`src/rtl/vid_stream_pkg.sv`:
```
// Shared types and constants for the video stream source.
// Pure declarations; no logic, no latency.
package vid_stream_pkg;

   typedef enum logic [1:0] {
      PAT_NIBBLE = 2'd0,
      PAT_SUM    = 2'd1,
      PAT_X      = 2'd2,
      PAT_CONST  = 2'd3
   } pattern_t;

   typedef enum logic [2:0] {
      IDLE,
      PIX,
      SPARSE,
      LGAP,
      FGAP
   } state_t;

   localparam logic [7:0] PAT_CONST_VAL = 8'h5A;

endpackage

```
`src/rtl/vid_stream_pattern.sv`:
```
// Test pattern pixel value from the current x/y position and pattern select.
// Latency: combinational; backpressure: none.
module vid_stream_pattern
   import vid_stream_pkg::*;
#(
   parameter int PIXEL_WIDTH = 8,
   parameter int SIZE_WIDTH  = 16
) (
   input  logic [SIZE_WIDTH-1:0]  x,
   input  logic [SIZE_WIDTH-1:0]  y,
   input  logic [1:0]             pattern,
   output logic [PIXEL_WIDTH-1:0] pix
);

   localparam int HW = PIXEL_WIDTH / 2;

   logic [SIZE_WIDTH-1:0] x_inc;

   assign x_inc = x + SIZE_WIDTH'(1);

   always_comb begin
      pix = '0;
      case (pattern_t'(pattern))
         PAT_NIBBLE: pix = {HW'(y), HW'(x_inc)};
         PAT_SUM:    pix = PIXEL_WIDTH'(x) + PIXEL_WIDTH'(y) + PIXEL_WIDTH'(1);
         PAT_X:      pix = PIXEL_WIDTH'(x);
         PAT_CONST:  pix = PIXEL_WIDTH'(PAT_CONST_VAL);
         default:    pix = '0;
      endcase
   end

endmodule

```
`src/rtl/vid_stream_gen.sv`:
```
// Pixel stream source: frames of configurable size with sparsity and line/frame gaps.
// Latency: first pixel two edges after start (busy one edge after); backpressure: none, free-running.
module vid_stream_gen
   import vid_stream_pkg::*;
#(
   parameter int PIXEL_WIDTH  = 8,
   parameter int SIZE_WIDTH   = 16,
   parameter int SPARSE_WIDTH = 4
) (
   input  logic                    clk,
   input  logic                    rst_n,
   input  logic                    start,
   input  logic                    stop,
   input  logic [SIZE_WIDTH-1:0]   line_size,
   input  logic [SIZE_WIDTH-1:0]   line_count,
   input  logic [SPARSE_WIDTH-1:0] de_period,
   input  logic [SIZE_WIDTH-1:0]   line_gap,
   input  logic [SIZE_WIDTH-1:0]   frame_gap,
   input  logic [SIZE_WIDTH-1:0]   frame_num,
   input  logic [1:0]              pattern,
   output logic [PIXEL_WIDTH-1:0]  do_o,
   output logic                    de_o,
   output logic                    hs_o,
   output logic                    vs_o,
   output logic                    busy_o,
   output logic                    done_o
);

   state_t state, state_nxt;

   logic [SIZE_WIDTH-1:0]   cfg_ls, cfg_lc, cfg_lg, cfg_fg, cfg_fn;
   logic [SPARSE_WIDTH-1:0] cfg_dp;
   logic [1:0]              cfg_pat;

   logic [SIZE_WIDTH-1:0] x, y, x_nxt, y_nxt;
   logic [SIZE_WIDTH-1:0] gcnt, gcnt_nxt, gap_len;
   logic [SIZE_WIDTH-1:0] frame_cnt, frame_nxt;
   logic                  stop_pend, fin_r, fin_nxt;
   logic                  start_acc, last_x, last_y, count_hit, finish, gap_end;
   logic                  route, line_end, frame_end;
   logic [PIXEL_WIDTH-1:0] pix;

   assign start_acc = (state == IDLE) && !busy_o && start;
   assign last_x    = (x == cfg_ls);
   assign last_y    = (y == cfg_lc);
   assign count_hit = (cfg_fn != '0) && ((frame_cnt + SIZE_WIDTH'(1)) == cfg_fn);
   // In PIX the frame counter has not yet absorbed the frame being closed.
   assign finish    = stop_pend || stop || ((state == PIX) ? count_hit : fin_r);

   always_comb begin
      gap_len = '0;
      case (state)
         SPARSE:  gap_len = SIZE_WIDTH'(cfg_dp);
         LGAP:    gap_len = cfg_lg;
         FGAP:    gap_len = cfg_fg;
         default: gap_len = '0;
      endcase
   end

   assign gap_end = (gcnt == (gap_len - SIZE_WIDTH'(1)));

   always_comb begin
      state_nxt = state;
      x_nxt     = x;
      y_nxt     = y;
      frame_nxt = frame_cnt;
      fin_nxt   = fin_r;
      route     = 1'b0;
      line_end  = 1'b0;
      frame_end = 1'b0;
      case (state)
         IDLE: begin
            if (start_acc) begin
               state_nxt = PIX;
               x_nxt     = '0;
               y_nxt     = '0;
               frame_nxt = '0;
               fin_nxt   = 1'b0;
            end
         end
         PIX: begin
            x_nxt = last_x ? '0 : x + SIZE_WIDTH'(1);
            if (last_x)
               y_nxt = last_y ? '0 : y + SIZE_WIDTH'(1);
            if (last_x && last_y) begin
               frame_nxt = frame_cnt + SIZE_WIDTH'(1);
               fin_nxt   = count_hit;
            end
            if (cfg_dp != '0) begin
               state_nxt = SPARSE;
            end else begin
               route     = 1'b1;
               line_end  = last_x;
               frame_end = last_x && last_y;
            end
         end
         SPARSE: begin
            // Counters already wrapped, so x==0 here means the pixel closed a line.
            if (gap_end) begin
               route     = 1'b1;
               line_end  = (x == '0);
               frame_end = (x == '0) && (y == '0);
            end
         end
         LGAP: begin
            if (gap_end)
               state_nxt = PIX;
         end
         FGAP: begin
            if (gap_end)
               state_nxt = finish ? IDLE : PIX;
         end
         default: state_nxt = IDLE;
      endcase
      if (route) begin
         if (frame_end)
            state_nxt = (cfg_fg != '0) ? FGAP : (finish ? IDLE : PIX);
         else if (line_end)
            state_nxt = (cfg_lg != '0) ? LGAP : PIX;
         else
            state_nxt = PIX;
      end
   end

   assign gcnt_nxt = (state_nxt == state) ? gcnt + SIZE_WIDTH'(1) : '0;

   vid_stream_pattern #(
      .PIXEL_WIDTH (PIXEL_WIDTH),
      .SIZE_WIDTH  (SIZE_WIDTH)
   ) u_pattern (
      .x       (x),
      .y       (y),
      .pattern (cfg_pat),
      .pix     (pix)
   );

   always_ff @(posedge clk or negedge rst_n) begin
      if (!rst_n) begin
         state     <= IDLE;
         x         <= '0;
         y         <= '0;
         gcnt      <= '0;
         frame_cnt <= '0;
         fin_r     <= 1'b0;
         stop_pend <= 1'b0;
         cfg_ls    <= '0;
         cfg_lc    <= '0;
         cfg_dp    <= '0;
         cfg_lg    <= '0;
         cfg_fg    <= '0;
         cfg_fn    <= '0;
         cfg_pat   <= '0;
      end else begin
         state     <= state_nxt;
         x         <= x_nxt;
         y         <= y_nxt;
         gcnt      <= gcnt_nxt;
         frame_cnt <= frame_nxt;
         fin_r     <= fin_nxt;
         if (start_acc)
            stop_pend <= stop;
         else if ((state != IDLE) && stop)
            stop_pend <= 1'b1;
         if (start_acc) begin
            cfg_ls  <= line_size;
            cfg_lc  <= line_count;
            cfg_dp  <= de_period;
            cfg_lg  <= line_gap;
            cfg_fg  <= frame_gap;
            cfg_fn  <= frame_num;
            cfg_pat <= pattern;
         end
      end
   end

   // Outputs trail the state by one edge so that every port is a flop.
   always_ff @(posedge clk or negedge rst_n) begin
      if (!rst_n) begin
         do_o   <= '0;
         de_o   <= 1'b0;
         hs_o   <= 1'b0;
         vs_o   <= 1'b0;
         busy_o <= 1'b0;
         done_o <= 1'b0;
      end else begin
         de_o <= (state == PIX);
         hs_o <= (state == PIX) && (x == '0);
         vs_o <= (state == PIX) && (x == '0) && (y == '0);
         if (state == PIX)
            do_o <= pix;
         if (start_acc)
            busy_o <= 1'b1;
         else if (state == IDLE)
            busy_o <= 1'b0;
         done_o <= (state == IDLE) && busy_o;
      end
   end

endmodule
```
`config.mk`:
```
export PLATFORM = sky130hd
export DESIGN_NAME = vid_stream_gen
export DESIGN_NICKNAME = d
export VERILOG_FILES = /design/src/rtl/vid_stream_pkg.sv /design/src/rtl/vid_stream_pattern.sv /design/src/rtl/vid_stream_gen.sv
export SDC_FILE = /design/constraint.sdc
export NUM_CORES = 1
export LEC_CHECK = 0
export CAP_MARGIN = 25
export CORE_AREA = 5 5 172 174
export CTS_CLUSTER_DIAMETER = 30
export CTS_CLUSTER_SIZE = 20
export DETAILED_ROUTE_END_ITERATION = 6
export DIE_AREA = 0 0 177 179
export GPL_ROUTABILITY_DRIVEN = 0
export HOLD_SLACK_MARGIN = 0.12
export PLACE_DENSITY = 0.6
export SLEW_MARGIN = 30
export SYNTH_ARGS = -nofsm -noshare
export SYNTH_HDL_FRONTEND = slang
export SYNTH_HIERARCHICAL = 1
export SYNTH_SLANG_ARGS = --single-unit
```
`constraint.sdc`:
```
create_clock -name clk -period 6.89 [get_ports clk]
set_input_delay 1.7225 -clock clk [delete_from_list [all_inputs] [get_ports clk]]
set_output_delay 1.7225 -clock clk [all_outputs]
set_load 0.005 [all_outputs]
```
==> flow_summary.json, run 1 <==
{
  "status": "completed",
  "tritoncts": "built",
  "critical_path.n_buffers_inverters": 2,
  "grt_pass1_vias": 7245,
  "min_path_type": "flip-flop to flip-flop",
  "vdd_drop_max_mv": 0.1548,
  "synth_compound_area_frac": 0.1155,
  "syn-num-nets": 1050,
  "hold_violations": 0,
  "grt_start_max_net_pins": 69,
  "grt_use_total": 0.1559,
  "crit_path_start_kind": "flip-flop",
  "final_clock_period_utilization_by_the_worst_path": 0.6363,
  "cpMaxStageDelayCell": "sky130_fd_sc_hd__nor3b_4",
  "mappedNetlistArea_um2": 9564,
  "cp_arrival_ns": 4.69,
  "antenna_cells": 0,
  "worst_path_dominant_cell_family": "simple AND/OR/NAND/NOR gates",
  "crit_path_class": "flip-flop to flip-flop",
  "initialDrtViolationCount": 421,
  "synth_top_area_frac": 0.4396,
  "std_cell_rows": 61,
  "grt_first_pass_wirelength_um": 39660,
  "yosys_warnings": 6,
  "finalWirelength_um": 24350,
  "fp.coreArea_um2": 27630,
  "worst-r2r-setup-slack_ns": 2.51,
  "final.setup.worst_slack_ns": 2.506,
  "portion_of_netlist_area_occupied_by_mux_cells": 0.1153,
  "synth_most_common_cell": "sky130_fd_sc_hd__dfrtp_1",
  "max-clock-path-buffers": 2,
  "dp_hpwl_um": 17820,
  "cts_hold_buffers": 0,
  "drive_gt1_frac": 0.1464,
  "clock_sinks": 168,
  "area.growth.synth_to_final_pct": 19.79,
  "postCtsSetupBuffers": 0,
  "initial_utilization": 0.3462,
  "synth-async-reset-ratio": 1.000,
  "drt_first_pass_iters": 5,
  "comb_power_share": 0.369,
  "p_sw_frac": 0.3693,
  "cts-buffers-inserted": 17,
  "critical_path.cell_chain": "nor3b_4 -> o2bb2ai_2 -> inv_1 -> ha_1 -> inv_1 -> or3_1 -> mux2_1 -> mux2i_1 -> o21ai_0 -> o211ai_1 -> o41a_1 -> nor2_2 -> o31ai_1 -> o21ai_4 -> nor4b_1",
  "cp.required_ns": 7.19,
  "dieHeight_um": 179,
  "syn-mean-instance-area_um2": 10.14,
  "port_buffers": 102,
  "worst_skew_pair.late_latency_ns": 0.43,
  "p_int_uw": 2589,
  "max_stage_delay_on_crit_path_ns": 0.78,
  "dp_worst_setup_slack_ns": 2.118,
  "synthDistinctLibCells": 75,
  "maxClockFrequency_mhz": 228.1,
  "antenna_found_initial": 0,
  "detail_route.wl_per_cell_um": 17.20,
  "share_seq_of_total_power": 0.409,
  "synth_top_cells_by_area": "sky130_fd_sc_hd__dfrtp_1 44%, sky130_fd_sc_hd__mux2_2 10%, sky130_fd_sc_hd__xnor2_1 5.2%, sky130_fd_sc_hd__o21ai_0 4.6%, sky130_fd_sc_hd__xor2_1 3.7%",
  "synthAdderAreaFrac": 0.02302,
  "synth_xor_xnor_area_share": 0.09288,
  "synth_seq_area_share": 0.4396,
  "nNetsFinal": 1134,
  "cap_violations": 0,
  "setup_tns_ns": 0,
  "post-synth-top-area-cell": "sky130_fd_sc_hd__dfrtp_1",
  "clock_tree.htree_level_count": 4,
  "synthTopCellsByCount": "168 x sky130_fd_sc_hd__dfrtp_1, 88 x sky130_fd_sc_hd__mux2_2, 87 x sky130_fd_sc_hd__o21ai_0",
  "cts_resized": 0,
  "postSynthCellCount": 943,
  "cts.clk_slew.worst_paths_ns": 0.07,
  "synth_edf_count": 0,
  "tightestPinTransition_ns": 0.9617,
  "area_share_of_and_or_nand_nor_cells_after_synthesis": 0.1851,
  "critical_path.most_common_cell": "sky130_fd_sc_hd__inv_1",
  "clock_power_share": 0.222,
  "unrepaired_setup_endpoints_after_global_routing": "no",
  "drc": 0,
  "netSwitchingPower_uw": 1516,
  "finalSetupViolCount": 0,
  "critical_path.endpoint_type": "flip-flop",
  "overflow_left_after_global_routing": 0,
  "top_ff_cell_synth": "sky130_fd_sc_hd__dfrtp_1",
  "clock-skew-final_ns": 0.01375,
  "pwr_density_cell_nw_per_um2": 358.3,
  "drv_slew": 0,
  "final_antenna_net_count": 0,
  "synth_top_family_by_area": "simple AND/OR/NAND/NOR gates",
  "boundaryPins": 103,
  "dr_total_vias": 7356,
  "yosys_register_bits": 168,
  "die_w_um": 177,
  "die_area_um2": 31680,
  "cp_max_fo": 19,
  "leakage_power_summed_over_all_cells_uw": 0.004680,
  "post-route-min-period_ns": 4.384,
  "cts_root_buf": "sky130_fd_sc_hd__clkbuf_16",
  "relSlewSlack": 0.3565,
  "vias_per_cell": 5.195
}
[worst register-to-register path, stage by stage, from the launching register on]
cell,delay (ns)
sky130_fd_sc_hd__dfrtp_1,0.64
sky130_fd_sc_hd__nor3b_4,0.79
sky130_fd_sc_hd__o2bb2ai_2,0.20
sky130_fd_sc_hd__inv_1,0.07
sky130_fd_sc_hd__ha_1,0.22
sky130_fd_sc_hd__inv_1,0.09
sky130_fd_sc_hd__or3_1,0.16
sky130_fd_sc_hd__mux2_1,0.34
sky130_fd_sc_hd__mux2i_1,0.12
sky130_fd_sc_hd__o21ai_0,0.09
sky130_fd_sc_hd__o211ai_1,0.17
sky130_fd_sc_hd__o41a_1,0.29
sky130_fd_sc_hd__nor2_2,0.08
sky130_fd_sc_hd__o31ai_1,0.37
sky130_fd_sc_hd__o21ai_4,0.26
sky130_fd_sc_hd__nor4b_1,0.37
[cells by family after synthesis]
| logic type | Yosys count |
|---|---|
| multiplexers | 99 |
| adder cells (fa/ha/maj) | 17 |
| AND/OR/NAND/NOR | 328 |
| buffers and inverters | 58 |
| AO/OA/AOI/OAI | 174 |
| XOR/XNOR | 99 |
| flip-flops | 168 |
[power by group through the flow]
stage / sequential (uW) / clock, uW / combinational [uW]
floorplan: 1540 / 0 / 1240
global placement: 1690 / 0 / 1490
detailed placement: 1690 / 0 / 1520
CTS: 1680 / 938 / 1530
global route: 1730 / 979 / 1680
finish: 1680 / 913 / 1510
[flip-flops by register name, summed over array words and instances (netlist names), 2 cells and up]
signal,cells
cfg_ls,16
cfg_lg,16
cfg_fn,16
frame_cnt,16
x,16
cfg_dp,4
gcnt,16
cfg_fg,16
y,16
state,3
do_o,8
cfg_lc,16
cfg_pat,2
[area by class of cell]
cell class	count	area (um2)
clock buffers	20	456.7
clock inverters	10	97.59
fillers	2740	16170
inverters	16	60.06
multi-input cells	717	5106
flip-flops and latches	168	4204
well taps	378	473.0
repair buffers	107	1060
[cells in the final DEF (no fill, tap or decap), types with 32 or more instances in the layout]
cell,n
sky130_fd_sc_hd__dfrtp_1,168
sky130_fd_sc_hd__clkdlybuf4s50_1,101
sky130_fd_sc_hd__mux2_2,88
sky130_fd_sc_hd__o21ai_0,87
sky130_fd_sc_hd__nand2_1,84
sky130_fd_sc_hd__nor2_1,63
sky130_fd_sc_hd__xnor2_1,57
sky130_fd_sc_hd__xor2_1,40
sky130_fd_sc_hd__nand3_1,33
sky130_fd_sc_hd__nor4_1,32
[stage by stage]
stage               power [uW]  cells  hold slack (ns)  area (um2)  utilization
finish                    4105   1416           0.4806       11460       0.4147
CTS                       4141   1416           0.4905       11440       0.4142
floorplan                 2775    943           0.4697        9564            -
detailed placement        3213   1386           0.4680       10890       0.3942
global placement          3178   1386           0.4682       10890       0.3942
global route              4393   1416           0.5236       11460       0.4147
[layer usage]
layer	wire (um)	GRT usage	share of wire	up-vias
met5	0	0	0	-
met2	11740	0.2513	0.48	139
met4	211	0.03353	0.0087	0
met1	11460	0.2196	0.47	3611
met3	934	0.02952	0.038	16
li1	-	-	-	3590
[worst paths after layout]
kind,start,depth (start not counted),endpoint
worst max-delay path,state[0]$_DFF_PN0_,15,gcnt[1]$_DFF_PN0_
worst min-delay path,do_o[1]$_DFFE_PN0P_,2,do_o[1]$_DFFE_PN0P_
worst min register to register,do_o[1]$_DFFE_PN0P_,2,do_o[1]$_DFFE_PN0P_
worst max register to register,state[0]$_DFF_PN0_,15,gcnt[1]$_DFF_PN0_
min in group asynchronous,rst_n,1,done_o$_DFF_PN0_
max in group asynchronous,rst_n,2,frame_cnt[14]$_DFFE_PN0P_
No activity file was read; power rests on OpenSTA's default activity.
==> inputs of run 2 (changes only) <==
--- a/config.mk
+++ b/config.mk
@@ -13,7 +13,7 @@
 export DIE_AREA = 0 0 177 179
 export GPL_ROUTABILITY_DRIVEN = 0
 export HOLD_SLACK_MARGIN = 0.12
-export PLACE_DENSITY = 0.6
+export PLACE_DENSITY = 0.62
 export SLEW_MARGIN = 30
 export SYNTH_ARGS = -nofsm -noshare
 export SYNTH_HDL_FRONTEND = slang
==> constraint.sdc (replaced) <==
create_clock -name clk -period 3.9 [get_ports clk]
set_input_delay 0.975 -clock clk [delete_from_list [all_inputs] [get_ports clk]]
set_output_delay 0.975 -clock clk [all_outputs]
set_load 0.005 [all_outputs]
==> flow_summary.json, run 2 (synthesized netlist as in run 1, its figures left out) <==
{
  "port_buffers": 102,
  "max-clock-path-buffers": 2,
  "tritoncts": "built",
  "cp.required_ns": 4.23,
  "grt_pass1_vias": 7352,
  "drt_first_pass_iters": 5,
  "critical_path.cell_chain": "buf_6 -> mux2i_4 -> o2bb2ai_4 -> inv_1 -> ha_1 -> inv_1 -> or3_4 -> mux2_1 -> mux2i_1 -> o21ai_0 -> o211ai_1 -> o41a_1 -> buf_4 -> nor2_4 -> a31o_4 -> o21ai_4 -> buf_12 -> nor4_2",
  "nNetsFinal": 1167,
  "dp_hpwl_um": 17880,
  "vdd_drop_max_mv": 0.2575,
  "cap_violations": 0,
  "die_w_um": 177,
  "leakage_power_summed_over_all_cells_uw": 0.004906,
  "crit_path_class": "flip-flop to flip-flop",
  "wl_met3_um": 907,
  "clock-skew-final_ns": 0.01268,
  "dieHeight_um": 179,
  "boundaryPins": 103,
  "m1WireLength_um": 11440,
  "layout.cells.most_common": "sky130_fd_sc_hd__dfrtp_1",
  "crit_path_start_kind": "flip-flop",
  "detail_route.wl_per_cell_um": 17.05,
  "antenna_cells": 0,
  "tightestPinTransition_ns": 0.7302,
  "drc": 0,
  "cts.clk_slew.worst_paths_ns": 0.08,
  "grt_start_max_net_pins": 89,
  "relSlewSlack": 0.5132,
  "unrepaired_setup_endpoints_after_global_routing": "no",
  "maxClockFrequency_mhz": 267.0,
  "pwr_density_cell_nw_per_um2": 649.9,
  "hold_violations": 0,
  "finalSetupViolCount": 0,
  "worst_skew_pair.late_latency_ns": 0.43,
  "drv_slew": 0,
  "antenna_found_initial": 0,
  "top_signal_layer_used": "met4",
  "grt_use_total": 0.1554,
  "overflow_left_after_global_routing": 0,
  "status": "completed",
  "finalWirelength_um": 24740,
  "max_stage_delay_on_crit_path_ns": 0.43,
  "grt_first_pass_wirelength_um": 39690,
  "fp.coreArea_um2": 27630,
  "wl_met2_um": 12100,
  "drive_gt1_frac": 0.1845,
  "die_area_um2": 31680,
  "clock_tree.htree_level_count": 4,
  "area.growth.synth_to_final_pct": 24.66,
  "critical_path.most_common_cell": "sky130_fd_sc_hd__inv_1",
  "clock_sinks": 168,
  "cts-buffers-inserted": 17,
  "dr_total_vias": 7637,
  "critical_path.endpoint_type": "flip-flop",
  "cp_arrival_ns": 4.07,
  "initial_utilization": 0.3462,
  "final_clock_period_utilization_by_the_worst_path": 0.9605,
  "layout_common_cells": "167 x sky130_fd_sc_hd__dfrtp_1, 101 x sky130_fd_sc_hd__clkdlybuf4s50_1, 88 x sky130_fd_sc_hd__mux2_2, 87 x sky130_fd_sc_hd__o21ai_0, 84 x sky130_fd_sc_hd__nand2_1",
  "cpMaxStageDelayCell": "sky130_fd_sc_hd__o41a_1",
  "setup_tns_ns": 0,
  "cts_root_buf": "sky130_fd_sc_hd__clkbuf_16",
  "final_antenna_net_count": 0,
  "post-route-min-period_ns": 3.746,
  "cp_max_fo": 16,
  "vias_per_cell": 5.263,
  "min_path_type": "flip-flop to flip-flop",
  "initialDrtViolationCount": 659,
  "std_cell_rows": 61,
  "whs_ns": 0.5050
}
-- run 2: final cells by class --
type / count / area (um2)
repair buffers: 140 / 1374
flip-flops and latches: 168 / 4205
fillers: 2684 / 15710
multi-input cells: 717 / 5189
clock inverters: 14 / 182.7
inverters: 16 / 60.06
well taps: 378 / 473.0
clock buffers: 18 / 439.2
-- run 2: worst max-delay path, delay by kind of cell, from the launching register on --
family                   cells  cell delay, ns
AND/OR/NAND/NOR              3            0.85
flip-flops                   1            0.41
adder cells (fa/ha/maj)      1            0.18
AO/OA/AOI/OAI                6            1.04
multiplexers                 3            0.52
buffers and inverters        5            0.62
-- run 2: final timing paths --
path | start | endpoint | slack (ns) | depth (start not counted)
min reg2reg | do_o[1]$_DFFE_PN0P_ | do_o[1]$_DFFE_PN0P_ | 0.51 | 2
max | state[0]$_DFF_PN0_ | gcnt[13]$_DFF_PN0_ | 0.15 | 18
min | do_o[1]$_DFFE_PN0P_ | do_o[1]$_DFFE_PN0P_ | 0.51 | 2
max in group asynchronous | rst_n | x[11]$_DFFE_PN0P_ | 2.55 | 2
max reg2reg | state[0]$_DFF_PN0_ | gcnt[13]$_DFF_PN0_ | 0.15 | 18
min in group asynchronous | rst_n | cfg_lc[2]$_DFFE_PN0P_ | 0.54 | 1
-- run 2: what timing repair did --
| action | in CTS | in global routing |
|---|---|---|
| hold buffers | 0 | 0 |
| setup endpoints to repair | 16 | 16 |
| gates resized for setup | 4 | 15 |
| setup buffers | 0 | 2 |
| pin swaps | 0 | 7 |
-- run 2: through the flow --
step	power, uW	std cells	worst slack, ns	util	cell area (um2)
2_1_floorplan	4902	943	0.2462	-	9564
4_1_cts	7645	1449	0.01631	0.4271	11800
5_1_grt	8237	1451	0.0004765	0.4315	11920
3_3_place_gp	5719	1417	0.01952	0.4039	11160
3_5_place_dp	5770	1417	-0.1213	0.4039	11160
6_report	7748	1451	0.1541	0.4315	11920
-- run 2: per-layer routing --
layer,vias to the layer above,track usage
li1,3663,-
met2,155,0.2537
met4,0,0.03901
met3,18,0.02720
met1,3801,0.2154
met5,-,0
-- run 2: power breakdown --
| group | internal (uW) | leakage, uW | switching, uW | total [uW] |
|---|---|---|---|---|
| clock | 1040 | 0.000301 | 789 | 1830 |
| combinational | 1540 | 0.00246 | 1430 | 2970 |
| sequential | 2310 | 0.00215 | 637 | 2950 |
| total | 4890 | 0.00491 | 2860 | 7750 |
